$ cat src/rtl/dmem_mmio_pkg.sv
// Shared definitions for the data-memory MMIO splitter: register offsets, STATUS layout, TX FSM states.
// Latency: n/a (definitions only).
// Backpressure: n/a.
package dmem_mmio_pkg;

   // Register offsets inside the 16-word MMIO window
   localparam logic [3:0] REG_TXDATA = 4'h0;
   localparam logic [3:0] REG_STATUS = 4'h1;
   localparam logic [3:0] REG_CTRL   = 4'h2;

   // STATUS word bit positions
   localparam int ST_FULL      = 0;
   localparam int ST_EMPTY     = 1;
   localparam int ST_BUSY      = 2;
   localparam int ST_OVERFLOW  = 3;
   localparam int ST_COUNT_LSB = 8;

   // UART transmitter frame states
   typedef enum logic [2:0] {
      TX_IDLE   = 3'd0,
      TX_START  = 3'd1,
      TX_DATA   = 3'd2,
      TX_PARITY = 3'd3,
      TX_STOP   = 3'd4
   } txState_t;

endpackage

$ cat src/rtl/sync_fifo.sv
// Generic synchronous FIFO with occupancy count; storage is not reset, only pointers/count.
// Latency: pushed entry visible on popData the cycle after the push edge (show-ahead read).
// Backpressure: none internally; caller must only push when not full, or when full with a pop on the same edge.
module sync_fifo #(
   parameter int DEPTH = 16,
   parameter int WIDTH = 8
) (
   input  logic                     clock,
   input  logic                     reset,
   input  logic                     push,
   input  logic [WIDTH-1:0]         pushData,
   input  logic                     pop,
   output logic [WIDTH-1:0]         popData,
   output logic                     full,
   output logic                     empty,
   output logic [$clog2(DEPTH):0]   count
);
   localparam int AW = $clog2(DEPTH);
   localparam logic [AW:0] CNT_FULL = (AW+1)'(DEPTH);

   logic [WIDTH-1:0] mem [DEPTH];
   logic [AW-1:0]    wrPtr;
   logic [AW-1:0]    rdPtr;

   // Pointer and occupancy tracking; a simultaneous push and pop leaves count unchanged
   always_ff @(posedge clock) begin
      if (!reset) begin
         wrPtr <= '0;
         rdPtr <= '0;
         count <= '0;
      end else begin
         if (push) wrPtr <= wrPtr + AW'(1);
         if (pop)  rdPtr <= rdPtr + AW'(1);
         case ({push, pop})
            2'b10:   count <= count + (AW+1)'(1);
            2'b01:   count <= count - (AW+1)'(1);
            default: count <= count;
         endcase
      end
   end

   // Entry storage; written without reset since stale entries are never read
   always_ff @(posedge clock) begin
      if (push) mem[wrPtr] <= pushData;
   end

   assign popData = mem[rdPtr];
   assign full    = (count == CNT_FULL);
   assign empty   = (count == '0);

endmodule

$ cat src/rtl/dmem_mmio_uart.sv
// Data-bus splitter: 16-word MMIO window at top of 12-bit space holds a FIFO-buffered UART TX; rest goes to RAM.
// Latency: loads return one cycle after address (RAM-matched); TX frame starts one edge after first push into empty FIFO.
// Backpressure: none to the CPU; TXDATA stores into a full FIFO are dropped and flag sticky overflow.
// Build option: define UART_PARITY_EN to insert an even-parity bit between data and stop (8E1 instead of 8N1).
module dmem_mmio_uart #(
   parameter logic [11:0] MMIO_BASE    = 12'hFF0,
   parameter int          FIFO_DEPTH   = 16,
   parameter int          CLKS_PER_BIT = 868
) (
   input  logic        clock,
   input  logic        reset,
   input  logic        cpu_wren,
   input  logic [31:0] cpu_addr,
   input  logic [31:0] cpu_wdata,
   output logic [31:0] cpu_rdata,
   output logic        ram_wren,
   output logic [11:0] ram_addr,
   output logic [31:0] ram_wdata,
   input  logic [31:0] ram_rdata,
   output logic        uart_tx
);
   import dmem_mmio_pkg::*;

   localparam int CW = $clog2(FIFO_DEPTH) + 1;
   localparam int BW = $clog2(CLKS_PER_BIT);
   localparam logic [BW-1:0] LAST_TICK = BW'(CLKS_PER_BIT - 1);

   logic          hit;
   logic [3:0]    offset;
   logic          txPush;
   logic          ovfClear;
   logic          fifoPush;
   logic          fifoPop;
   logic          ovfSet;
   logic [7:0]    fifoData;
   logic          fifoFull;
   logic          fifoEmpty;
   logic [CW-1:0] fifoCount;
   logic          overflow;
   logic [31:0]   statusWord;
   logic [31:0]   mmioRead;
   logic          selQ;
   logic [31:0]   mmioQ;
   txState_t      state;
   logic [BW-1:0] bitCnt;
   logic [2:0]    bitIdx;
   logic [7:0]    shiftReg;
   logic          lastTick;
   logic          unusedAddrBits;

   // Only the low 12 address bits are decoded
   assign unusedAddrBits = ^cpu_addr[31:12];

   assign hit       = (cpu_addr[11:4] == MMIO_BASE[11:4]);
   assign offset    = cpu_addr[3:0];
   assign ram_wren  = cpu_wren & ~hit;
   assign ram_addr  = cpu_addr[11:0];
   assign ram_wdata = cpu_wdata;

   assign txPush   = cpu_wren & hit & (offset == REG_TXDATA);
   assign ovfClear = cpu_wren & hit & (offset == REG_CTRL) & cpu_wdata[0];
   assign lastTick = (bitCnt == LAST_TICK);

   // The transmitter takes the next byte whenever it is idle or finishing a stop bit
   assign fifoPop  = ~fifoEmpty & ((state == TX_IDLE) | ((state == TX_STOP) & lastTick));
   assign fifoPush = txPush & (~fifoFull | fifoPop);
   assign ovfSet   = txPush & fifoFull & ~fifoPop;

   sync_fifo #(.DEPTH(FIFO_DEPTH), .WIDTH(8)) txFifo (
      .clock    (clock),
      .reset    (reset),
      .push     (fifoPush),
      .pushData (cpu_wdata[7:0]),
      .pop      (fifoPop),
      .popData  (fifoData),
      .full     (fifoFull),
      .empty    (fifoEmpty),
      .count    (fifoCount)
   );

   // STATUS assembly and MMIO read mux (write-only and reserved offsets read as zero)
   always_comb begin
      statusWord                       = '0;
      statusWord[ST_COUNT_LSB +: 8]    = 8'(fifoCount);
      statusWord[ST_OVERFLOW]          = overflow;
      statusWord[ST_BUSY]              = (state != TX_IDLE);
      statusWord[ST_EMPTY]             = fifoEmpty;
      statusWord[ST_FULL]              = fifoFull;
      mmioRead                         = (offset == REG_STATUS) ? statusWord : '0;
   end

   // Register the read source so MMIO loads line up with the 1-cycle RAM read
   always_ff @(posedge clock) begin
      if (!reset) begin
         selQ  <= 1'b0;
         mmioQ <= '0;
      end else begin
         selQ  <= hit;
         mmioQ <= mmioRead;
      end
   end

   assign cpu_rdata = selQ ? mmioQ : ram_rdata;

   // Sticky overflow; a drop on the same edge as a clear keeps it set
   always_ff @(posedge clock) begin
      if (!reset)        overflow <= 1'b0;
      else if (ovfSet)   overflow <= 1'b1;
      else if (ovfClear) overflow <= 1'b0;
   end

   // Frame sequencer; every state lasts CLKS_PER_BIT clocks, data rotates so XOR still gives parity
   always_ff @(posedge clock) begin
      if (!reset) begin
         state    <= TX_IDLE;
         uart_tx  <= 1'b1;
         bitCnt   <= '0;
         bitIdx   <= '0;
         shiftReg <= '0;
      end else begin
         case (state)
            TX_IDLE: begin
               if (!fifoEmpty) begin
                  shiftReg <= fifoData;
                  bitCnt   <= '0;
                  state    <= TX_START;
                  uart_tx  <= 1'b0;
               end
            end
            TX_START: begin
               if (lastTick) begin
                  bitCnt  <= '0;
                  bitIdx  <= '0;
                  state   <= TX_DATA;
                  uart_tx <= shiftReg[0];
               end else begin
                  bitCnt <= bitCnt + BW'(1);
               end
            end
            TX_DATA: begin
               if (lastTick) begin
                  bitCnt <= '0;
                  if (bitIdx == 3'd7) begin
`ifdef UART_PARITY_EN
                     state   <= TX_PARITY;
                     uart_tx <= ^shiftReg;
`else
                     state   <= TX_STOP;
                     uart_tx <= 1'b1;
`endif
                  end else begin
                     bitIdx   <= bitIdx + 3'd1;
                     shiftReg <= {shiftReg[0], shiftReg[7:1]};
                     uart_tx  <= shiftReg[1];
                  end
               end else begin
                  bitCnt <= bitCnt + BW'(1);
               end
            end
            TX_PARITY: begin
               if (lastTick) begin
                  bitCnt  <= '0;
                  state   <= TX_STOP;
                  uart_tx <= 1'b1;
               end else begin
                  bitCnt <= bitCnt + BW'(1);
               end
            end
            TX_STOP: begin
               if (lastTick) begin
                  bitCnt <= '0;
                  if (!fifoEmpty) begin
                     shiftReg <= fifoData;
                     state    <= TX_START;
                     uart_tx  <= 1'b0;
                  end else begin
                     state <= TX_IDLE;
                  end
               end else begin
                  bitCnt <= bitCnt + BW'(1);
               end
            end
            default: begin
               state   <= TX_IDLE;
               uart_tx <= 1'b1;
            end
         endcase
      end
   end

endmodule
$ cat config.mk
export PLATFORM = sky130hd
export DESIGN_NAME = dmem_mmio_uart
export DESIGN_NICKNAME = d
export VERILOG_FILES = /design/src/rtl/dmem_mmio_pkg.sv /design/src/rtl/sync_fifo.sv /design/src/rtl/dmem_mmio_uart.sv
export SDC_FILE = /design/constraint.sdc
export NUM_CORES = 1
export LEC_CHECK = 0
export ABC_CLOCK_PERIOD_IN_PS = 9290
export BUFFER_PORTS_ARGS = -buffer_cell sky130_fd_sc_hd__buf_4
export CAP_MARGIN = 25
export CORE_MARGIN = 8
export CORE_UTILIZATION = 61
export CTS_BUF_LIST = sky130_fd_sc_hd__clkbuf_4
export DETAILED_ROUTE_END_ITERATION = 12
export GPL_ROUTABILITY_DRIVEN = 0
export PLACE_DENSITY = 0.89
export SYNTH_ARGS = -nofsm -noshare
export SYNTH_HDL_FRONTEND = slang
export SYNTH_SLANG_ARGS = --single-unit
$ cat constraint.sdc
create_clock -name clock -period 9.29 [get_ports clock]
set_clock_uncertainty 0.2 [all_clocks]
set_input_delay 1.3935 -clock clock [delete_from_list [all_inputs] [get_ports clock]]
set_output_delay 1.3935 -clock clock [all_outputs]
set_load 0.05 [all_outputs]
==> flow_metrics.py, run 1 <==
metrics = {
    "worst_setup_path": {
        "worstPathMaxFanout": 5,
        "critPathArrivalTime_ps": 2210,
        "r2r_start": "bitCnt[2]",
        "cp-end-kind": "output pin",
        "required_ps": 7700,
        "rrSetupSlack_ps": 5830,
        "critical_path_class": "primary input to output pin",
        "ff2ff_path_depth": 12,
        "start_kind": "primary input",
        "rr_endpoint": "txFifo.count[4]",
    },
    "logic_synthesis": {
        "synthArstFlopShare": 0,
        "yosys_most_used_dff": "edfxtp_1",
        "ys_seq_elements": 181,
        "synth_edf_count": 128,
        "syn_area_per_cell_um2": 13.89,
        "synthCells": 579,
        "seq_area_frac_synth": 0.6100,
        "synth_area_um2": 8040,
        "synth_nets": 690,
        "synth_cell_types": 59,
        "yosys_warnings": 0,
    },
    "worst_hold_path": {
        "hold_depth": 2,
        "hp-class": "flip-flop to flip-flop",
        "min-delay-start": "bitIdx[0]",
        "min_to": "bitIdx[0]",
    },
    "sta": {
        "fmaxAchievable_mhz": 262.7,
        "worstMarginPinSlew_ps": 962.1,
        "rsz0062_at_grt": "no",
        "min_period_ps": 3807,
        "relSlewSlack": 0.3562,
        "setup_violations": 0,
        "tns_ps": 0,
        "hold_viol_final": 0,
        "slew_violations": 0,
        "period_share": 0.4098,
    },
    "clocking": {
        "hold_buffers": 0,
        "cts_buffers": 17,
        "h-tree-depth": 4,
        "cts_resized": 0,
        "cts_tree": "done",
        "cts_setup_buffers": 0,
        "cts.path.max_buffers": 2,
        "cts_root_buf": "clkbuf_4",
        "cts.clk_slew.worst_paths_ps": 130,
        "clock_sinks": 181,
        "clk_latency_ps": 570,
    },
    "cells_and_area": {
        "fin_cells": 830,
        "syn_to_final_growth_pct": 11.31,
        "fin_nets": 752,
        "n_antenna_cell": 0,
        "layout_common_cells": "edfxtp_1, buf_4, dfxtp_1, nor2_1, mux4_2",
        "layout-drive-gt1-share": 0.3287,
        "final_common_cell": "edfxtp_1",
    },
    "route": {
        "dr.pass1.iters": 6,
        "drt_iter0_markers": 403,
        "drc": 0,
        "vias": 4989,
        "vias_per_cell": 6.011,
        "wl_per_cell_um": 20.78,
        "wirelength_mm": 17.25,
        "ant_nets": 0,
    },
    "floorplan": {
        "rows": 42,
        "die_y_um": 130.8,
        "start_util": 0.6169,
        "fp.dieW_um": 130.8,
        "die_area_um2": 17110,
        "ios": 177,
        "core-area_um2": 13030,
    },
    "global_route": {
        "grt_pass1_wl_mm": 26.16,
        "track_usage": 0.2047,
        "globalRouteOverflowTotal": 0,
        "antenna_found_initial": 0,
        "grt_max_degree": 34,
        "first_global_vias": 5047,
    },
    "power": {
        "p_leak_nw": 3.083,
        "vdd_drop_max_mv": 0.1304,
        "power.density_nw_per_um2": 153.4,
    },
    "placed_design": {
        "portBuffers": 108,
        "dpl.hpwl_mm": 11.95,
        "place_inst": 797,
    },
    "job": {
        "cap_violations": 0,
    },
    "outcome": {
        "status": "finished, final reports clean",
    },
}
-- layout make-up --
class / instances / area (µm²)
repair buffers: 117 / 895.9
well taps: 176 / 220.2
fillers: 866 / 4083
multi-input cells: 316 / 2644
clock buffers: 17 / 127.6
inverters: 8 / 30.03
clock inverters: 15 / 126.4
flip-flops and latches: 181 / 4906
-- synth_stat cells (3+ instances only) --
cell,n,area [µm²]
a21boi_0,3,22.52
a21oi_1,25,125.1
a222oi_1,7,70.07
and2_1,8,50.05
buf_1,3,11.26
buf_2,5,25.02
buf_4,45,337.8
clkbuf_1,19,71.32
dfxtp_1,53,1061
edfxtp_1,128,3844
ha_1,12,150.1
inv_1,8,30.03
mux2_2,24,270.3
mux2i_1,5,50.05
mux4_2,31,698.2
nand2_1,17,63.81
nand2b_1,6,37.54
nand3_1,14,70.07
nand3b_1,5,37.54
nand4_1,4,25.02
nor2_1,42,157.7
nor2b_1,28,175.2
nor3_1,9,45.04
o21a_1,3,22.52
o21ai_0,17,85.08
or3_1,4,25.02
or4_1,3,22.52
xnor2_1,11,96.34
xor2_1,4,35.03
-- power breakdown --
group          internal [mW]  total (mW)  switching, mW
combinational         0.0387       0.111         0.0727
sequential             0.863       0.863       0.000902
clock                  0.133       0.398          0.265
-- worst max-delay path, stage by stage --
cell	delay [ps]
buf_4	90
nand4_1	220
o21a_1	300
buf_4	210
-- kinds of logic (layout without fill, tap and decap cells) --
group | count (synthesis) | after routing | share of synthesized area
flip-flops | 181 | 181 | 0.6100
AND/OR/NAND/NOR | 155 | 155 | 0.1035
AO/OA/AOI/OAI | 74 | 74 | 0.06365
adder cells (fa/ha/maj) | 12 | 12 | 0.01867
multiplexers | 60 | 60 | 0.1267
buffers and inverters | 82 | 157 | 0.06116
XOR/XNOR | 15 | 15 | 0.01634
-- per-layer routing --
layer | vias up | track usage | share of wire
met4 | 0 | 0.1053 | 0.029
li1 | 2254 | - | -
met5 | - | 0 | 0
met2 | 297 | 0.3716 | 0.52
met3 | 40 | 0.06088 | 0.11
met1 | 2398 | 0.2092 | 0.34
-- flip-flops by register name, indices dropped and copies added (netlist names), 3 cells and up, named ones only --
signal	count
txFifo.mem	128
bitCnt	10
mmioQ	9
shiftReg	8
txFifo.count	5
txFifo.rdPtr	4
txFifo.wrPtr	4
bitIdx	3
state	3
-- worst max-delay path by stage --
| stage | start | cells after the start | endpoint |
|---|---|---|---|
| 3_3_place_gp | cpu_addr[10] | 12 | txFifo.count[4] |
| 4_1_cts | selQ | 2 | cpu_rdata[0] |
| 2_1_floorplan | cpu_addr[10] | 12 | txFifo.count[4] |
| 6_report | cpu_addr[4] | 4 | ram_wren |
| 3_5_place_dp | cpu_addr[10] | 13 | txFifo.count[4] |
| 5_1_grt | cpu_addr[3] | 14 | txFifo.count[4] |
-- per-stage QoR --
stage	util	hold slack [ps]	setup slack (ps)	total power, mW	area, µm²
2_1_floorplan	-	229.4	4993	0.9771	8040
3_3_place_gp	0.6647	248.1	4396	0.9913	8663
3_5_place_dp	0.6651	262.9	4960	0.9933	8668
4_1_cts	0.6846	293.8	5408	1.384	8922
5_1_grt	0.6867	309.0	5306	1.417	8950
6_report	0.6867	294.9	5483	1.373	8950
No activity file was read; power rests on OpenSTA's default activity.
==> inputs of run 2 (changes only) <==
--- a/config.mk
+++ b/config.mk
@@ -5,15 +5,16 @@
 export SDC_FILE = /design/constraint.sdc
 export NUM_CORES = 1
 export LEC_CHECK = 0
-export ABC_CLOCK_PERIOD_IN_PS = 9290
+export ABC_AREA = 1
+export ABC_CLOCK_PERIOD_IN_PS = 3500
 export BUFFER_PORTS_ARGS = -buffer_cell sky130_fd_sc_hd__buf_4
 export CAP_MARGIN = 25
 export CORE_MARGIN = 8
-export CORE_UTILIZATION = 61
+export CORE_UTILIZATION = 51
 export CTS_BUF_LIST = sky130_fd_sc_hd__clkbuf_4
 export DETAILED_ROUTE_END_ITERATION = 12
 export GPL_ROUTABILITY_DRIVEN = 0
-export PLACE_DENSITY = 0.89
+export PLACE_DENSITY = 0.79
 export SYNTH_ARGS = -nofsm -noshare
 export SYNTH_HDL_FRONTEND = slang
 export SYNTH_SLANG_ARGS = --single-unit
==> constraint.sdc (replaced) <==
create_clock -name clock -period 3.5 [get_ports clock]
set_clock_uncertainty 0.2 [all_clocks]
set_input_delay 0.525 -clock clock [delete_from_list [all_inputs] [get_ports clock]]
set_output_delay 0.525 -clock clock [all_outputs]
set_load 0.05 [all_outputs]
==> run 2 against run 1 <==
  * First-iteration DRC count increased by 26%
  * Sequential power increased to 2.8 times the previous value
  * Synthesized cell count grew 67%
  * Die area is 24% higher
  * Clock power grew to 3.0 times the previous value
  * Critical path type is now flip-flop to flip-flop
  * Largest power group unchanged
==> flow_metrics.py, run 2 <==
metrics = {
    "outcome": {
        "status": "finished, final reports clean",
    },
    "global_route": {
        "use_met2": 0.3030,
        "first_global_vias": 6312,
        "use_met1": 0.2206,
        "globalRouteOverflowTotal": 0,
        "track_usage": 0.1813,
        "top_usage_layer": "met2",
        "grt_max_degree": 68,
        "antenna_found_initial": 1,
        "use_met3": 0.03762,
        "grt_pass1_wl_mm": 30.82,
    },
    "logic_synthesis": {
        "seq_area_frac_synth": 0.5726,
        "syn_area_per_cell_um2": 8.840,
        "synthCells": 969,
        "ys_seq_elements": 181,
        "synth.cells.most_frequent": "nand2_1, edfxtp_1, inv_1, nor2_1, nand3_1",
        "synth_area_um2": 8566,
        "yosysMostFrequentCell": "nand2_1",
        "synth_top_cells_by_area": "edfxtp_1, dfxtp_1, nand2_1",
        "synth_edf_count": 128,
        "synth_cell_types": 32,
        "synth_nets": 1080,
        "synth_area_leader_cell": "edfxtp_1",
        "synth_top_cell_area_share": 0.4487,
        "yosys_most_used_dff": "edfxtp_1",
        "synthArstFlopShare": 0,
        "yosys_warnings": 0,
    },
    "clocking": {
        "cts_setup_buffers": 0,
        "cts_buffers": 17,
        "cts.path.max_buffers": 2,
        "h-tree-depth": 4,
        "clock_sinks": 181,
        "cts_root_buf": "clkbuf_4",
        "cts.clk_slew.worst_paths_ps": 150,
        "hold_buffers": 0,
        "clk_latency_ps": 570,
        "cts_tree": "done",
        "cts_resized": 0,
    },
    "sta": {
        "min_period_ps": 2988,
        "rsz0062_at_grt": "no",
        "relSlewSlack": 0.4814,
        "slew_violations": 0,
        "hold_viol_final": 0,
        "worstMarginPinSlew_ps": 773.1,
        "tns_ps": 0,
        "setup_violations": 0,
        "period_share": 0.8537,
        "fmaxAchievable_mhz": 334.7,
    },
    "cells_and_area": {
        "regMostFlops": "txFifo.mem",
        "syn_to_final_growth_pct": 13.04,
        "fin_nets": 1153,
        "layout_common_cells": "nand2_1, buf_4, edfxtp_1, inv_1, nor2_1",
        "layout-drive-gt1-share": 0.1791,
        "reg_top3": "txFifo.mem x128, bitCnt x10, mmioQ x9",
        "final_common_cell": "nand2_1",
        "largest_register_ffs": 128,
        "fin_cells": 1276,
        "fillers": 1362,
    },
    "worst_setup_path": {
        "cp-end-kind": "flip-flop",
        "cp_slowest_cell": "dfxtp_1",
        "critical_path_class": "flip-flop to flip-flop",
        "cp_cell_sequence": "ha_1 > nand2_1 > nor2_1 > nand3_1 > nand2_1 > nand2_1 > nand2_2 > nand2_1 > ha_1 > xor2_1 > ha_1 > a21o_1 > nand3_1 > nand2_1 > xor2_1 > nand2_1 > a21oi_1",
        "start_kind": "flip-flop",
        "worstPathMaxFanout": 5,
        "cp_common_cell": "nand2_1",
        "required_ps": 3810,
        "critical_path.max_stage_delay_ps": 400,
        "critPathArrivalTime_ps": 3290,
    },
    "floorplan": {
        "core-area_um2": 16520,
        "fp.dieW_um": 145.6,
        "ios": 177,
        "die_y_um": 145.6,
        "rows": 47,
        "start_util": 0.5184,
        "die_area_um2": 21200,
    },
    "placed_design": {
        "dpl.hpwl_mm": 12.91,
        "portBuffers": 108,
        "place_inst": 1243,
    },
    "route": {
        "vias": 6411,
        "drt_iter0_markers": 509,
        "wirelength_mm": 19.12,
        "ant_nets": 0,
        "drc": 0,
        "vias_per_cell": 5.024,
        "dr.pass1.iters": 7,
        "wl_per_cell_um": 14.98,
    },
    "power": {
        "power.density_nw_per_um2": 580.8,
        "vdd_drop_max_mv": 0.5391,
        "p_leak_nw": 4.239,
    },
    "job": {
        "cap_violations": 0,
    },
    "worst_hold_path": {
        "hp-class": "primary input to flip-flop",
    },
}
[run 2: changes by cell type in the layout (fill, tap and decap cells not counted), sizes merged, moves of 28 or more]
cell / change
nand2: +237
mux4: -31
nor2: +79
nor2b: -28
nand3: +91
inv: +118
[run 2: cells by family after synthesis]
kind of cell | Yosys count | share of synthesized area
compound gates | 67 | 0.04309
xor+xnor | 8 | 0.008180
fa+ha+maj | 12 | 0.01753
buf+inv | 204 | 0.1115
flops | 181 | 0.5726
mux | 9 | 0.01183
simple gates | 488 | 0.2353
[run 2: final timing paths]
kind / startpoint / to / slack [ps] / cells after the start
setup / recovery: bitCnt[0] / txFifo.count[4] / 510 / 17
hold / removal: reset / shiftReg[0] / 60 / 3
setup reg to reg: bitCnt[0] / txFifo.count[4] / 510 / 17
hold reg to reg: overflow / mmioQ[3] / 250 / 2
[run 2: routing by layer]
layer | wire (µm) | up-vias
li1 | - | 3216
met5 | 0 | -
met1 | 8204 | 2957
met2 | 9342 | 199
met3 | 1064 | 39
met4 | 504 | 0
[run 2: power breakdown]
group          switching [mW]  total [mW]  internal (mW)
Sequential             0.0699        2.45           2.38
Clock                   0.743        1.19          0.451
Combinational            1.35        1.98          0.627
[run 2: through the flow]
step | power, mW | area [µm²] | utilization | setup slack (ps) | hold WS (ps)
2_1_floorplan | 4.009 | 8566 | - | 934.8 | 204.8
3_3_place_gp | 4.383 | 9356 | 0.5662 | 609.1 | 221.4
3_5_place_dp | 4.462 | 9384 | 0.5679 | 534.9 | 221.3
4_1_cts | 5.637 | 9681 | 0.5858 | 501.3 | 27.48
5_1_grt | 5.969 | 9683 | 0.5860 | 77.92 | 16.77
6_report | 5.624 | 9683 | 0.5860 | 512.0 | 63.67
[run 2: cell type report]
| cell class | instances | area, µm² | share of cell area |
|---|---|---|---|
| Inverter | 126 | 473.0 | 0.04884 |
| Clock buffer | 18 | 135.1 | 0.01396 |
| Multi-Input combinational cell | 584 | 2706 | 0.2795 |
| Antenna cell | 1 | 2.502 | 0.0002584 |
| Sequential cell | 181 | 4906 | 0.5067 |
| Timing Repair Buffer | 132 | 1023 | 0.1057 |
| Clock inverter | 14 | 161.4 | 0.01667 |
| Tap cell | 220 | 275.3 | 0.02843 |
[run 2: critical path: cells and delay by family (launching register included)]
family / cells / cell delay, ps
compound gates: 2 / 230
xor+xnor: 2 / 350
fa+ha+maj: 3 / 690
flops: 1 / 400
simple gates: 10 / 1080
